--- src/rtl/irq_controller.sv ---
`default_nettype none
// ============================================================================
// Module   : irq_controller
// Brief    : Prioritised interrupt request generator (machine timer plus
//            NUM_EXT edge-triggered external lines) with a hold-until-ack
//            handshake towards the core. Optional macro IRQ_SYNC_EN adds a
//            2-flop synchronizer on every external line.
// Revision : 1.0 - initial release
// ============================================================================
module irq_controller #(
    parameter int NUM_EXT = 4,
    parameter int PRESC_W = 8
) (
    input  logic               clk,
    input  logic               reset,
    input  logic [NUM_EXT-1:0] ext_irq_i,
    input  logic               cfg_we,
    input  logic [1:0]         cfg_addr,
    input  logic [31:0]        cfg_wdata,
    output logic [31:0]        cfg_rdata,
    input  logic               irq_ack,
    output logic [1:0]         interrupt,
    output logic [3:0]         irq_id
);

    typedef enum logic [1:0] {
        ST_IDLE   = 2'd0,
        ST_ASSERT = 2'd1,
        ST_GAP    = 2'd2
    } state_t;

    localparam logic [1:0] C_IRQ_NONE  = 2'b00;
    localparam logic [1:0] C_IRQ_TIMER = 2'b01;
    localparam logic [1:0] C_IRQ_EXT   = 2'b10;

    state_t               state_q, state_d;
    logic [1:0]           interrupt_q, interrupt_d;
    logic [3:0]           irq_id_q, irq_id_d;
    logic [31:0]          mtime_q, mtime_d;
    logic [31:0]          mtimecmp_q, mtimecmp_d;
    logic [PRESC_W-1:0]   prescale_q, prescale_d;
    logic [PRESC_W-1:0]   presc_cnt_q, presc_cnt_d;
    logic                 timer_armed_q, timer_armed_d;
    logic [NUM_EXT-1:0]   enable_q, enable_d;
    logic [NUM_EXT-1:0]   pending_q, pending_d;
    logic [NUM_EXT-1:0]   ext_prev_q, ext_prev_d;

    logic [NUM_EXT-1:0]   ext_s;
    logic [NUM_EXT-1:0]   ext_rise;
    logic [NUM_EXT-1:0]   ext_req_vec;
    logic [NUM_EXT-1:0]   ack_clr;
    logic [NUM_EXT-1:0]   w1c_mask;
    logic                 timer_req;
    logic                 ext_req;
    logic                 ack_taken;
    logic [3:0]           ext_sel;

`ifdef IRQ_SYNC_EN
    logic [NUM_EXT-1:0]   sync1_q, sync2_q;

    always_ff @(posedge clk or posedge reset) begin
        if (reset) begin
            sync1_q <= '0;
            sync2_q <= '0;
        end else begin
            sync1_q <= ext_irq_i;
            sync2_q <= sync1_q;
        end
    end

    assign ext_s = sync2_q;
`else
    assign ext_s = ext_irq_i;
`endif

    assign ext_prev_d  = ext_s;
    assign ext_rise    = ext_s & ~ext_prev_q;
    assign ext_req_vec = pending_q & enable_q;
    assign ext_req     = |ext_req_vec;
    assign timer_req   = timer_armed_q && (mtime_q >= mtimecmp_q);
    assign ack_taken   = (state_q == ST_ASSERT) && irq_ack;

    // Lowest enabled pending index wins among external sources.
    always_comb begin
        ext_sel = 4'd0;
        for (int i = NUM_EXT - 1; i >= 0; i--) begin
            if (ext_req_vec[i]) begin
                ext_sel = 4'(i);
            end
        end
    end

    always_comb begin
        presc_cnt_d = presc_cnt_q + PRESC_W'(1);
        mtime_d     = mtime_q;
        if (presc_cnt_q >= prescale_q) begin
            presc_cnt_d = '0;
            mtime_d     = mtime_q + 32'd1;
        end
    end

    // A mtimecmp write in the same cycle as a timer ack re-arms the timer.
    always_comb begin
        mtimecmp_d    = mtimecmp_q;
        enable_d      = enable_q;
        prescale_d    = prescale_q;
        w1c_mask      = '0;
        timer_armed_d = timer_armed_q;
        if (ack_taken && (interrupt_q == C_IRQ_TIMER)) begin
            timer_armed_d = 1'b0;
        end
        if (cfg_we) begin
            case (cfg_addr)
                2'd0: begin
                    mtimecmp_d    = cfg_wdata;
                    timer_armed_d = 1'b1;
                end
                2'd1:    enable_d   = cfg_wdata[NUM_EXT-1:0];
                2'd2:    prescale_d = cfg_wdata[PRESC_W-1:0];
                default: w1c_mask   = cfg_wdata[NUM_EXT-1:0];
            endcase
        end
    end

    always_comb begin
        ack_clr = '0;
        for (int i = 0; i < NUM_EXT; i++) begin
            ack_clr[i] = ack_taken && (interrupt_q == C_IRQ_EXT) && (irq_id_q == 4'(i));
        end
    end

    // New edges take precedence over both W1C and ack clearing.
    assign pending_d = (pending_q & ~w1c_mask & ~ack_clr) | ext_rise;

    always_comb begin
        state_d     = state_q;
        interrupt_d = interrupt_q;
        irq_id_d    = irq_id_q;
        case (state_q)
            ST_IDLE: begin
                if (ext_req) begin
                    state_d     = ST_ASSERT;
                    interrupt_d = C_IRQ_EXT;
                    irq_id_d    = ext_sel;
                end else if (timer_req) begin
                    state_d     = ST_ASSERT;
                    interrupt_d = C_IRQ_TIMER;
                    irq_id_d    = 4'd0;
                end
            end
            ST_ASSERT: begin
                if (irq_ack) begin
                    state_d     = ST_GAP;
                    interrupt_d = C_IRQ_NONE;
                    irq_id_d    = 4'd0;
                end
            end
            ST_GAP: begin
                state_d = ST_IDLE;
            end
            default: begin
                state_d     = ST_IDLE;
                interrupt_d = C_IRQ_NONE;
                irq_id_d    = 4'd0;
            end
        endcase
    end

    always_ff @(posedge clk or posedge reset) begin
        if (reset) begin
            state_q       <= ST_IDLE;
            interrupt_q   <= C_IRQ_NONE;
            irq_id_q      <= 4'd0;
            mtime_q       <= 32'd0;
            mtimecmp_q    <= 32'hFFFF_FFFF;
            prescale_q    <= '0;
            presc_cnt_q   <= '0;
            timer_armed_q <= 1'b1;
            enable_q      <= '0;
            pending_q     <= '0;
            ext_prev_q    <= '0;
        end else begin
            state_q       <= state_d;
            interrupt_q   <= interrupt_d;
            irq_id_q      <= irq_id_d;
            mtime_q       <= mtime_d;
            mtimecmp_q    <= mtimecmp_d;
            prescale_q    <= prescale_d;
            presc_cnt_q   <= presc_cnt_d;
            timer_armed_q <= timer_armed_d;
            enable_q      <= enable_d;
            pending_q     <= pending_d;
            ext_prev_q    <= ext_prev_d;
        end
    end

    always_comb begin
        case (cfg_addr)
            2'd0:    cfg_rdata = mtime_q;
            2'd1:    cfg_rdata = 32'(enable_q);
            2'd2:    cfg_rdata = 32'(prescale_q);
            default: cfg_rdata = 32'(pending_q);
        endcase
    end

    assign interrupt = interrupt_q;
    assign irq_id    = irq_id_q;

endmodule
`default_nettype wire

--- config.mk ---
export PLATFORM = sky130hd
export DESIGN_NAME = irq_controller
export DESIGN_NICKNAME = d
export VERILOG_FILES = /design/src/rtl/irq_controller.sv
export SDC_FILE = /design/constraint.sdc
export NUM_CORES = 1
export LEC_CHECK = 0
export ABC_AREA = 1
export ABC_CLOCK_PERIOD_IN_PS = 2650
export BUFFER_PORTS_ARGS = -buffer_cell sky130_fd_sc_hd__clkbuf_2
export CAP_MARGIN = 10
export CORE_ASPECT_RATIO = 0.7
export CORE_MARGIN = 2
export CORE_UTILIZATION = 50
export CTS_CLUSTER_SIZE = 16
export DETAILED_ROUTE_END_ITERATION = 10
export PLACE_DENSITY = 0.74
export SLEW_MARGIN = 10
export SYNTH_ARGS = -nofsm -noshare
export SYNTH_HDL_FRONTEND = slang
export SYNTH_SLANG_ARGS = --single-unit
--- constraint.sdc ---
create_clock -name clk -period 2.65 [get_ports clk]
set_clock_uncertainty 0.1 [all_clocks]
set_input_delay 0.1325 -clock clk [delete_from_list [all_inputs] [get_ports clk]]
set_output_delay 0.1325 -clock clk [all_outputs]
set_load 0.005 [all_outputs]
* After elaboration in Yosys (flattened, before gate mapping)
Cells that the tools add are included.
** Storage, ports and cells
- Bits in registers :: 101
- Input port bits :: 42
- Word-level logic and storage cells :: 75
** Cells by class
- Add/subtract/negate cells :: 2
- Order comparisons :: 2
- Equality and inequality tests :: 11
- Muxes and demuxes :: 22
- Bitwise operators :: 9
- Reductions and logical operators :: 18
** Operators with widths (number)
- 32-bit one-hot mux with 3 select lines :: 1
- 32-bit by 1-bit adder with 32-bit output, second input constant :: 1
- 32-bit greater-or-equal comparator :: 1
- 4-bit two-way mux :: 8
- 4-bit bitwise AND :: 4
- 2-bit two-way mux :: 6
- 4-bit inverter :: 3
- 4-bit one-hot mux with 3 select lines :: 1
- 8-bit by 1-bit adder with 8-bit output, second input constant :: 1
- 4-bit by 2-bit == test with 1-bit output, second input constant :: 2
- 8-bit greater-or-equal comparator :: 1
- 1-bit logical AND :: 8
- 8-bit two-way mux :: 1
- 2-bit AND reduction :: 4
- 2-bit by 1-bit == test with 1-bit output, second input constant :: 3
- 2-bit == test, second input constant :: 3
- 2-bit one-hot mux with 3 select lines :: 1
- 4-bit by 1-bit == test with 1-bit output, second input constant :: 1
- 2-bit logical NOT :: 2
- 4-bit logical NOT :: 1
- 4-bit OR :: 1
- 2-bit one-hot mux with 2 select lines :: 1
- 4-bit OR reduction :: 1
- 1-bit two-way mux :: 3
- 5 further kinds :: 5

* Longest topological paths before layout
Gate-level depths: netlist (run 1).
- Depth in word-level cells :: 8
- Depth in mapped cells :: 18
- Depth with buffers taken out :: 18

* Worst setup path before layout (run 1)
OpenSTA, ideal clock, no wires.
- Kind :: register to register
- From :: register presc_cnt_q[7]
- To :: register mtime_q[6]
- Setup time :: 0.123 ns
- Arrival :: 1.648 ns
- Slack :: 0.779 ns
- Stages on the path, launching flop included :: 9
- Cell sequence :: dfrtp_1 > ha_1 > nand2_1 > nor2_1 > nand4_1 > o2111ai_4 > buf_2 > nand3_1 > xor2_1
** Between the ends
- Word-level cells in the longest chain between the ends :: 1
** RTL lines
- start, declared :: line 42 : logic [PRESC_W-1:0] presc_cnt_q, presc_cnt_d;
- start signal, assigned :: line 189 : presc_cnt_q <= presc_cnt_d;
- 8-bit greater-or-equal comparator :: line 96 : if (presc_cnt_q >= prescale_q) begin
- end signal, assigned :: line 186 : mtime_q <= mtime_d;
- end, declared :: line 39 : logic [31:0] mtime_q, mtime_d;
Every way passes these cells.
A chain may end at the register's enable or synchronous reset.

* Worst setup path after layout (run 1)
- From :: register mtimecmp_q[7]
- To :: register interrupt_q[1], in the netlist interrupt[1]
** Between the ends
- Word-level cells in the longest chain between the ends :: 4
** RTL lines
- start, declared :: line 40 : logic [31:0] mtimecmp_q, mtimecmp_d;
- start signal, assigned :: line 187 : mtimecmp_q <= mtimecmp_d;
- 32-bit greater-or-equal comparator :: line 80 : assign timer_req = timer_armed_q && (mtime_q >= mtimecmp_q);
- 1-bit logical AND :: line 80
- 3-bit inequality test (no source line)
- 3-bit AND reduction (no source line)
- end signal, assigned :: line 184 : interrupt_q <= interrupt_d;
- end, declared :: line 37 : logic [1:0] interrupt_q, interrupt_d;
Every way passes these cells.

==> results of run 1 <==
[flip-flops by register name (all words and copies together) (netlist names)]
| name | cells |
|---|---|
| enable_q | 4 |
| ext_prev_q | 4 |
| interrupt | 2 |
| irq_id | 2 |
| mtime_q | 32 |
| mtimecmp_q | 32 |
| pending_q | 4 |
| presc_cnt_q | 8 |
| prescale_q | 8 |
| state_q | 2 |
| timer_armed_q | 1 |
[through the flow]
step / total power [uW] / setup WS, ns / hold slack (ns) / util (%) / instances
after floorplan: 2810 / 0.779 / 0.0639 / - / 695
after global placement: 3090 / 0.454 / 0.0633 / 56.2 / 913
after detailed placement: 3160 / 0.372 / 0.0701 / 56.2 / 913
after CTS: 4530 / 0.358 / 0.00413 / 62.1 / 964
after global routing: 4800 / 0.0871 / 0.0498 / 62.1 / 964
final: 4520 / 0.342 / -0.00872 / 62.1 / 964
[cell usage in the layout, fill, tap and decap left out, drive strengths merged, types with 4 or more instances in the layout]
| cell | count |
|---|---|
| clkbuf | 87 |
| ha | 42 |
| nand4 | 11 |
| nand2 | 156 |
| inv | 119 |
| o2111ai | 5 |
| dlygate4sd3 | 35 |
| o22ai | 8 |
| a21oi | 45 |
| nor2 | 86 |
| o21ai | 35 |
| dfrtp | 66 |
| clkinvlp | 4 |
| xor2 | 28 |
| nand3 | 17 |
| nor3 | 15 |
| buf | 4 |
| nor4 | 5 |
| dfstp | 33 |
[metal layers]
metal  vias up  GRT usage, %  share of wire (%)
met1      2300          33.3                 49
met3        11          4.39                4.5
met5         -             0                  0
met2       120          36.6                 46
met4         0          6.21                1.1
li1       2415             -                  -
[power breakdown]
part / internal (uW) / switching [uW] / total, uW
combinational: 450 / 704 / 1150
clock: 733 / 601 / 1330
sequential: 1820 / 209 / 2030
total: 3000 / 1510 / 4520
[cell type report]
| cell class | instances | area, um2 | share of cell area [%] |
|---|---|---|---|
| Clock buffer | 10 | 229 | 3.36 |
| Clock inverter | 6 | 66.3 | 0.973 |
| Inverter | 120 | 454 | 6.66 |
| Multi-Input combinational cell | 460 | 2580 | 37.8 |
| Sequential cell | 99 | 2520 | 37.0 |
| Tap cell | 153 | 191 | 2.81 |
| Timing Repair Buffer | 116 | 778 | 11.4 |
[tightest hold or removal path, stage by stage]
cell and delay, ns:
clkbuf_2 0.08, inv_1 0.11, o21ai_0 0.10
[timing repair]
action                                 in CTS  in global routing
hold buffers                               35                  0
gates resized for setup                     0                  0
endpoints found under the hold margin      49                  0
[cells by family (layout without fill, tap and decap cells)]
kind of cell / count (synthesis) / after routing
AND/OR/NAND/NOR: 293 / 293
AO/OA/AOI/OAI: 95 / 95
flip-flops: 99 / 99
other: 1 / 2
buffers and inverters: 136 / 252
adder cells (fa/ha/maj): 42 / 42
XOR/XNOR: 28 / 28
[worst paths after layout]
kind	startpoint	end
max in group asynchronous	reset	mtimecmp_q[16]$_DFFE_PP1P_
min in group asynchronous	reset	prescale_q[4]$_DFFE_PP0P_
min	cfg_wdata[2]	mtimecmp_q[2]$_DFFE_PP1P_
min reg2reg	ext_prev_q[2]$_DFF_PP0_	pending_q[2]$_DFF_PP0_
max	mtimecmp_q[7]$_DFFE_PP1P_	interrupt[1]$_DFFE_PP0P_
max reg2reg	mtimecmp_q[7]$_DFFE_PP1P_	interrupt[1]$_DFFE_PP0P_
==> metrics.md, run 1 <==
| Metric | Value |
|---|---|
| Status | `finished, violations left` |
| Failing checks | `hold timing` |
| Max_cap viols | `0` |
| CP arrival | `between 2 and 2.5 ns` |
| Min-Delay Path Class | `input pin to flip-flop` |
| Row cnt | `32` |
| Die Width | `approximately 130 um` |
| Count of cell types in the netlist | `33` |
| Top Family by Delay on Critical Path | `simple AND/OR/NAND/NOR gates` |
| Worst Path Required | `2.79 ns` |
| F_max | `433 MHz` |
| WL per Instance | `around 14 um` |
| Share of cells above drive strength 1 | `~18%` |
| DR iter-0 viols | `approximately 230` |
| DRT Wirelength | `between 10 and 15 mm` |
| Placed cell areas | `approximately 0.0062 mm2` |
| Main combinational cell family by area after synthesis | `simple AND/OR/NAND/NOR gates` |
| Post-synthesis sequential area ratio | `44.9%` |
| Cell taking the most area after synthesis | `dfrtp_1` |
| First-pass GRT wire length | `22.2 mm` |
| Crit-path cells | `inv_1 -> ha_1 -> nand2_1 -> inv_1 -> nand2_1 -> nor2_1 -> nor2_1 -> nand2_1 -> nand2_1 -> nand2_1 -> nand2_1 -> nand2_1 -> nand2_1 -> nand2_1 -> nand3_1 -> nand2_1 -> nand2_1` |
| Clock buffer depth | `2` |
| Tightest Pin Transition | `1.03 ns` |
| RSZ-0062 raised after global routing | `no` |
| # clock sinks | `between 90 and 100` |
| Number of synthesized flops with an enable pin | `0` |
| Synth Area in Simple Gates | `a little under a quarter` |
| Clk_lat worst skew | `~0.35 ns` |
| H-tree depth | `3` |
| Die ar. | `around 0.012 mm2` |
| Post-synthesis async set-or-reset flop share | `100%` |
| Syn Std Cell Area | `0.00561 mm2` |
| Synth Area in Compound Gates | `a little under a tenth` |
| Max VDD drop | `approximately 380 uV` |
| YS warnings | `0` |
| Setup TNS | `0 ns` |
| Initial Util | `about half` |
| CTS tree | `done` |
| Via density per instance | `~5.0` |
| Max Slew Vio Count | `0` |
| IO Port Bufs | `77` |
| WP buf/inv | `2` |
| Power per cell area | `between 600 and 700 mW/mm2` |
| Antenna violations before repair | `0` |
| Max stage delay on crit path | `0.53 ns` |
| Xor/xnor share of the synthesized area | `4.37%` |
| Mux contribution to synthesized area | `0%` |
| # setup viols final | `0` |
| CP max-delay cell | `dfstp_2` |
| Design area | `roughly 0.007 mm2` |
| FF-to-FF setup slack | `roughly 0.34 ns` |
| Slew margin rel. | `between 30% and 40%` |
| Leak pwr | `about 0.0035 uW` |
| CTS root buffer | `clkbuf_16` |
| Hold Path Depth | `3` |
| WP depth | `17` |
| TritonCTS Buffers | `9` |
| Synth Flop Type | `dfrtp_1` |
| Seq cells post-synth | `99` |
| Hold Vio Cnt, Final | `1` |
| CTS clock-pin slew for the worst setup and hold paths | `roughly 0.07 ns` |
| Share of Yosys cell area claimed by the top area cell type | `slightly below 30%` |
| Cells after synthesis | `between 600 and 700` |
| Filler Cells Inserted | `1000` |
| Syn avg cell area | `8.08 um2` |
| Area growth from synthesis to layout | `21.5%` |
| Startpoint types | `flip-flop` |
| Commonest cells post-synth | `nand2_1 (153), inv_1 (118), nor2_1 (82)` |
| Dpl hpwl | `a little under 10 mm` |
| IO Pins | `80` |
| Top post-synthesis cells by area | `dfrtp_1 (29%), dfstp_2 (15%), nand2_1 (10%)` |
| Crit end category | `flip-flop` |
| Die height | `92.6 um` |
| WS Path Type | `flip-flop to flip-flop` |
| GRT Total Usage | `a little under a quarter` |
| Via count | `~4800` |
| GP Congestion | `0.909` |
| CP Max Fanout | `4` |
| Pin count of the biggest net entering global routing | `57` |
| # nets final | `890` |
| Core area | `between 0.01 and 0.015 mm2` |
| Crit path time final | `2.31 ns` |
| Drt first pass iters | `5` |
| Worst R2R Path Depth | `17` |
| Vias in the first global route | `about 4700` |
| Hold slack final | `-0.00872 ns` |
| Most frequent CP cell | `nand2_1` |
| Tcrit/Tclk final | `between 80 and 90%` |
| Post-route ant nets | `0` |
| Grt ovf | `0` |
| Antenna diodes | `0` |
| Post-CTS Setup Repair Bufs | `0` |
| Most instantiated library cell after synthesis | `nand2_1` |
| Adder-Cell Fraction of Synth Area | `roughly a tenth` |
| # DRC | `0` |
Note: power is estimated with default switching activity, not from simulation.
==> run 2, diff against run 1 <==
ABC_CLOCK_PERIOD_IN_PS = 2700   (was 2650)
PLACE_DENSITY = 0.71   (was 0.74)
clock period = 2.7 ns   (was 2.65 ns; I/O delays follow)
==> run 2 against run 1 <==
Effect of this change: the flow now finishes without violations; sequential power down 2%; wire length up 0.52%; fmax down 0.94%; first-iteration DRC count up 18%; design area up 0.73%; count of clock-buffer cells in the layout unchanged; largest power group unchanged.
==> metrics.md, run 2 (synthesis results as in run 1) <==
| Metric | Value |
|---|---|
| Antenna violations before repair | `0` |
| Filler Cells Inserted | `about 1000` |
| Worst Path Required | `2.84 ns` |
| CP Max Fanout | `4` |
| Share of cells above drive strength 1 | `between 10% and 20%` |
| CTS clock-pin slew for the worst setup and hold paths | `approximately 0.07 ns` |
| WL per Instance | `~14 um` |
| WP buf/inv | `2` |
| First-pass GRT wire length | `22.7 mm` |
| Combinational fraction of design power | `roughly a quarter` |
| RSZ-0062 raised after global routing | `no` |
| Max VDD drop | `~420 uV` |
| Die ar. | `0.0121 mm2` |
| Max Slew Vio Count | `0` |
| Post-placement cell count | `just over 900` |
| Clock buffer depth | `2` |
| Clock share of power | `roughly 32%` |
| Vias in the first global route | `4854` |
| Tcrit/Tclk final | `between 80% and 90%` |
| Grt ovf | `0` |
| IO Port Bufs | `77` |
| Psw | `roughly 1500 uW` |
| Initial Util | `about half` |
| GP Congestion | `approximately 0.88` |
| # setup viols final | `0` |
| # clock sinks | `99` |
| Dpl hpwl | `approximately 9.6 mm` |
| Die height | `~90 um` |
| Placed cell areas | `between 0.006 and 0.007 mm2` |
| Design area | `approximately 0.0069 mm2` |
| Min-Delay Path Class | `input pin to flip-flop` |
| Most common cell after layout, fill and taps aside | `nand2_1` |
| Drt first pass iters | `5` |
| Slew margin rel. | `roughly a third` |
| Area growth from synthesis to layout | `22.4%` |
| Multi-input logic area | `0.00258 mm2` |
| Antenna diodes | `0` |
| CP max-delay cell | `dfstp_2` |
| FF-to-FF setup slack | `approximately 0.37 ns` |
| # DRC | `0` |
| Clk_lat worst skew | `0.35 ns` |
| Power per cell area | `slightly below 700 mW/mm2` |
| Non-Filler Instances | `just under 1000` |
| Switching Share | `32.2%` |
| Via density per instance | `5.03` |
| Tightest Pin Transition | `just over 1 ns` |
| F_max | `about 430 MHz` |
| Startpoint types | `flip-flop` |
| Max_cap viols | `0` |
| TritonCTS Buffers | `9` |
| WS Path Type | `flip-flop to flip-flop` |
| Pin count of the biggest net entering global routing | `100` |
| Max stage delay on crit path | `~0.53 ns` |
| Crit path time final | `approximately 2.3 ns` |
| Sequential share of power | `between 40% and 50%` |
| Internal power | `roughly 3100 uW` |
| Crit-path cells | `inv_1 -> ha_1 -> nand2_1 -> inv_1 -> nand2_1 -> nor2_1 -> nor2_1 -> nand2_1 -> nand2_1 -> nand2_1 -> nand2_1 -> nand2_1 -> nand2_1 -> nand2_1 -> nand3_1 -> nand2_1 -> nand2_1` |
| Most frequent cells in the layout | `nand2_1 (152), inv_1 (117), nor2_1 (82), clkbuf_2 (77), dfrtp_1 (66)` |
| Leak pwr | `between 0.003 and 0.004 uW` |
| Post-CTS Resized | `0` |
| Status | `completed` |
| Via count | `~4800` |
| IO Pins | `80` |
| Most frequent CP cell | `nand2_1` |
| GRT Total Usage | `between 20 and 25%` |
| H-tree depth | `3` |
| Die Width | `between 100 and 150 um` |
| Top Family by Delay on Critical Path | `simple AND/OR/NAND/NOR gates` |
| DRT Wirelength | `between 10 and 15 mm` |
| # nets final | `890` |
| Row cnt | `32` |
| CTS root buffer | `clkbuf_16` |
| CTS tree | `done` |
| CP arrival | `between 2 and 2.5 ns` |
| DR iter-0 viols | `roughly 270` |
| Setup TNS | `0 ns` |
| Largest regs | `mtime_q x32, mtimecmp_q x32` |
| Post-route ant nets | `0` |
| Register area | `0.00252 mm2` |
| Core area | `between 0.01 and 0.015 mm2` |
| Hold Vio Cnt, Final | `0` |
| Crit end category | `flip-flop` |
run 2: cell types whose count changed in the layout (fill, tap and decap cells not counted), sizes merged:
| cell | before | now |
|---|---|---|
| clkinvlp | 4 | 3 |
| buf | 4 | 3 |
| dlygate4sd3 | 35 | 36 |
| bufinv | 1 | 3 |
| clkinv | 2 | 1 |
run 2: worst min-delay path, delay by kind of cell:
kind | cells | cell delay [ns]
buffers and inverters | 2 | 0.20
AO/OA/AOI/OAI | 1 | 0.11
run 2: area by class of cell:
type	instances	area share, %
Tap cell	153	2.79
Clock inverter	6	1.66
Sequential cell	99	36.7
Clock buffer	10	3.34
Multi-Input combinational cell	460	37.5
Inverter	120	6.62
Timing Repair Buffer	116	11.4
run 2: final timing paths:
| check | start | end | cells after the start |
|---|---|---|---|
| setup / recovery | mtimecmp_q[7]$_DFFE_PP1P_ | interrupt[1]$_DFFE_PP0P_ | 17 |
| hold / removal | cfg_wdata[3] | mtimecmp_q[3]$_DFFE_PP1P_ | 3 |
| setup reg to reg | mtimecmp_q[7]$_DFFE_PP1P_ | interrupt[1]$_DFFE_PP0P_ | 17 |
| hold reg to reg | ext_prev_q[2]$_DFF_PP0_ | pending_q[2]$_DFF_PP0_ | 1 |
| max in group asynchronous | reset | mtimecmp_q[21]$_DFFE_PP1P_ | 4 |
| min in group asynchronous | reset | presc_cnt_q[7]$_DFF_PP0_ | 4 |
run 2: per-layer routing:
layer	global-route usage, %	share of wire, %
met5	0	0
met4	8.24	1.6
met3	5.83	5.2
met2	37.7	46
met1	33.2	47
run 2: power groups by stage:
stage	registers, uW	logic, uW	clock network, uW
floorplan	1950	802	0
global placement	2000	1040	0
detailed placement	2010	1100	0
CTS	1990	1160	1510
global route	2030	1340	1560
finish	1990	1150	1490
run 2: what timing repair did:
item,CTS,global route
hold buffers,36,0
setup buffers,0,0
hold endpoints to repair,110,0
run 2: metrics by stage:
stage	util [%]	worst slack [ns]	hold WS [ns]	power, uW
final	62.6	0.370	0.0114	4630
after global routing	62.6	0.144	0.00713	4930
after CTS	62.6	0.388	0.00231	4660
after detailed placement	56.2	0.405	0.162	3110
after global placement	56.2	0.484	0.159	3030
after floorplan	-	0.829	0.0664	2760
==> run 3, diff against run 2 <==
PLACE_DENSITY = 0.76   (was 0.71)
==> run 3 against run 2 <==
Effect of this change: critical path depth did not move; clock power fell by 11%; non-clock buffer count rose by 2; largest power group unchanged; sequential cell count did not move; register-to-register slack improved by 0.08 ns; largest cell class unchanged; first-iteration DRC count rose by 16%; fmax rose by 3.8%; power fell by 3.5%; worst hold slack improved by 0.0042 ns; critical path type unchanged.
==> metrics.md, run 3 (synthesis results as in run 1) <==
| Metric | Value |
|---|---|
| Vias in the first global route | `between 4000 and 5000` |
| Tot Pwr | `~4500 uW` |
| Most common cell after layout, fill and taps aside | `nand2_1` |
| # nets final | `between 800 and 900` |
| IO Pins | `80` |
| Pin count of the biggest net entering global routing | `42` |
| Crit-path cells | `inv_1 -> ha_1 -> nand2_1 -> inv_1 -> nand2_1 -> nor2_1 -> nor2_1 -> nand2_1 -> nand2_1 -> nand2_1 -> nand2_1 -> nand2_1 -> nand2_1 -> nand2_1 -> nand3_1 -> nand2_1 -> nand2_1` |
| Grt ovf | `0` |
| Die ar. | `0.0121 mm2` |
| CTS tree | `done` |
| IO Port Bufs | `77` |
| Max_cap viols | `0` |
| GRT Total Usage | `23.2%` |
| Post-CTS Resized | `0` |
| Hold Vio Cnt, Final | `0` |
| Power per cell area | `around 650 mW/mm2` |
| Top Family by Delay on Critical Path | `simple AND/OR/NAND/NOR gates` |
| Initial Util | `51.1%` |
| Via density per instance | `around 5` |
| Finished Core Util | `slightly above 60%` |
| Post-placement cell count | `between 900 and 1000` |
| # setup viols final | `0` |
| Clk_lat worst skew | `around 0.34 ns` |
| Status | `completed` |
| Core area | `around 0.011 mm2` |
| F_max | `approximately 450 MHz` |
| Dpl hpwl | `between 9 and 10 mm` |
| Share of cells above drive strength 1 | `between 10% and 20%` |
| Min-Delay Path Class | `input pin to flip-flop` |
| Drt first pass iters | `5` |
| TritonCTS Buffers | `9` |
| Design area | `between 0.006 and 0.007 mm2` |
| Die Width | `between 100 and 150 um` |
| # DRC | `0` |
| Most frequent cells in the layout | `nand2_1 (152), inv_1 (117), nor2_1 (82), clkbuf_2 (77), dfrtp_1 (66)` |
| Filler Cells Inserted | `939` |
| WL per Instance | `13.5 um` |
| Placed cell areas | `just over 0.006 mm2` |
| First-pass GRT wire length | `about 22 mm` |
| Tightest Pin Transition | `0.998 ns` |
| Antenna diodes | `0` |
| Max VDD drop | `around 420 uV` |
| Max Slew Vio Count | `0` |
| CP arrival | `2.38 ns` |
| GP Congestion | `roughly 0.9` |
| DR iter-0 viols | `311` |
| WP buf/inv | `2` |
| Non-Filler Instances | `between 900 and 1000` |
| Max stage delay on crit path | `0.53 ns` |
| CTS Hold Bufs | `36` |
| Row cnt | `32` |
| Die height | `around 90 um` |
| CP max-delay cell | `dfstp_2` |
| Tcrit/Tclk final | `~83%` |
| Clock buffer depth | `2` |
| CTS root buffer | `clkbuf_16` |
| Largest regs | `mtime_q x32, mtimecmp_q x32` |
| CP Max Fanout | `4` |
| # clock sinks | `99` |
| CTS clock-pin slew for the worst setup and hold paths | `approximately 0.07 ns` |
| Crit end category | `flip-flop` |
| Leak pwr | `about 0.0035 uW` |
| Post-CTS Setup Repair Bufs | `0` |
| Area growth from synthesis to layout | `22.0%` |
| DRT Wirelength | `about 13 mm` |
| Startpoint types | `flip-flop` |
| Via count | `4839` |
| Slew margin rel. | `33.4%` |
| Worst Path Required | `between 2 and 3 ns` |
| Setup TNS | `0 ns` |
| RSZ-0062 raised after global routing | `no` |
| Crit path time final | `approximately 2.2 ns` |
| H-tree depth | `3` |
| Antenna violations before repair | `0` |
| Post-route ant nets | `0` |
| WS Path Type | `flip-flop to flip-flop` |
| Most frequent CP cell | `nand2_1` |
run 3: final cells by class:
type,instances,area (um2),area share (%)
repair buffers,118,796,11.6
clock buffers,13,260,3.80
clock inverters,3,46.3,0.676
well taps,153,191,2.80
multi-input cells,460,2580,37.7
flip-flops and latches,99,2520,36.8
inverters,120,454,6.64
run 3: metal layers:
| layer | wire (um) | global-route usage, % | vias up |
|---|---|---|---|
| met5 | 0 | 0 | - |
| met2 | 5810 | 35.5 | 149 |
| met1 | 6290 | 33.7 | 2259 |
| met4 | 155 | 5.76 | 0 |
| met3 | 786 | 4.74 | 13 |
| li1 | - | - | 2418 |
run 3: report_power, final:
group,total (uW),internal [uW],leakage (uW),switching [uW]
logic,1140,445,0.00213,694
clock network,1330,772,0.000146,559
registers,2000,1790,0.00120,209
total,4470,3010,0.00348,1460
run 3: worst reg2reg max path, stage by stage (launching register included):
cell	delay, ns
dfstp_2	0.53
inv_1	0.05
ha_1	0.29
nand2_1	0.06
inv_1	0.07
nand2_1	0.10
nor2_1	0.13
nor2_1	0.05
nand2_1	0.08
nand2_1	0.05
nand2_1	0.09
nand2_1	0.06
nand2_1	0.06
nand2_1	0.05
nand2_1	0.09
nand3_1	0.13
nand2_1	0.10
nand2_1	0.05
run 3: path summary, 6_finish.rpt:
kind	depth (start not counted)	from	endpoint	slack, ns
max	17	mtimecmp_q[7]$_DFFE_PP1P_	interrupt[0]$_DFFE_PP0P_	0.46
min	3	cfg_wdata[3]	mtimecmp_q[3]$_DFFE_PP1P_	0.02
max reg2reg	17	mtimecmp_q[7]$_DFFE_PP1P_	interrupt[0]$_DFFE_PP0P_	0.46
min reg2reg	1	ext_prev_q[2]$_DFF_PP0_	pending_q[2]$_DFF_PP0_	0.34
max in group asynchronous	4	reset	mtimecmp_q[5]$_DFFE_PP1P_	1.65
min in group asynchronous	3	reset	mtime_q[0]$_DFFE_PP0N_	0.19
run 3: metrics by stage:
stage               hold slack (ns)  setup WS [ns]
global placement          0.0000807          0.566
CTS                          0.0153          0.480
floorplan                    0.0664          0.829
detailed placement          0.00129          0.479
global route                 0.0252          0.240
finish                       0.0156          0.455
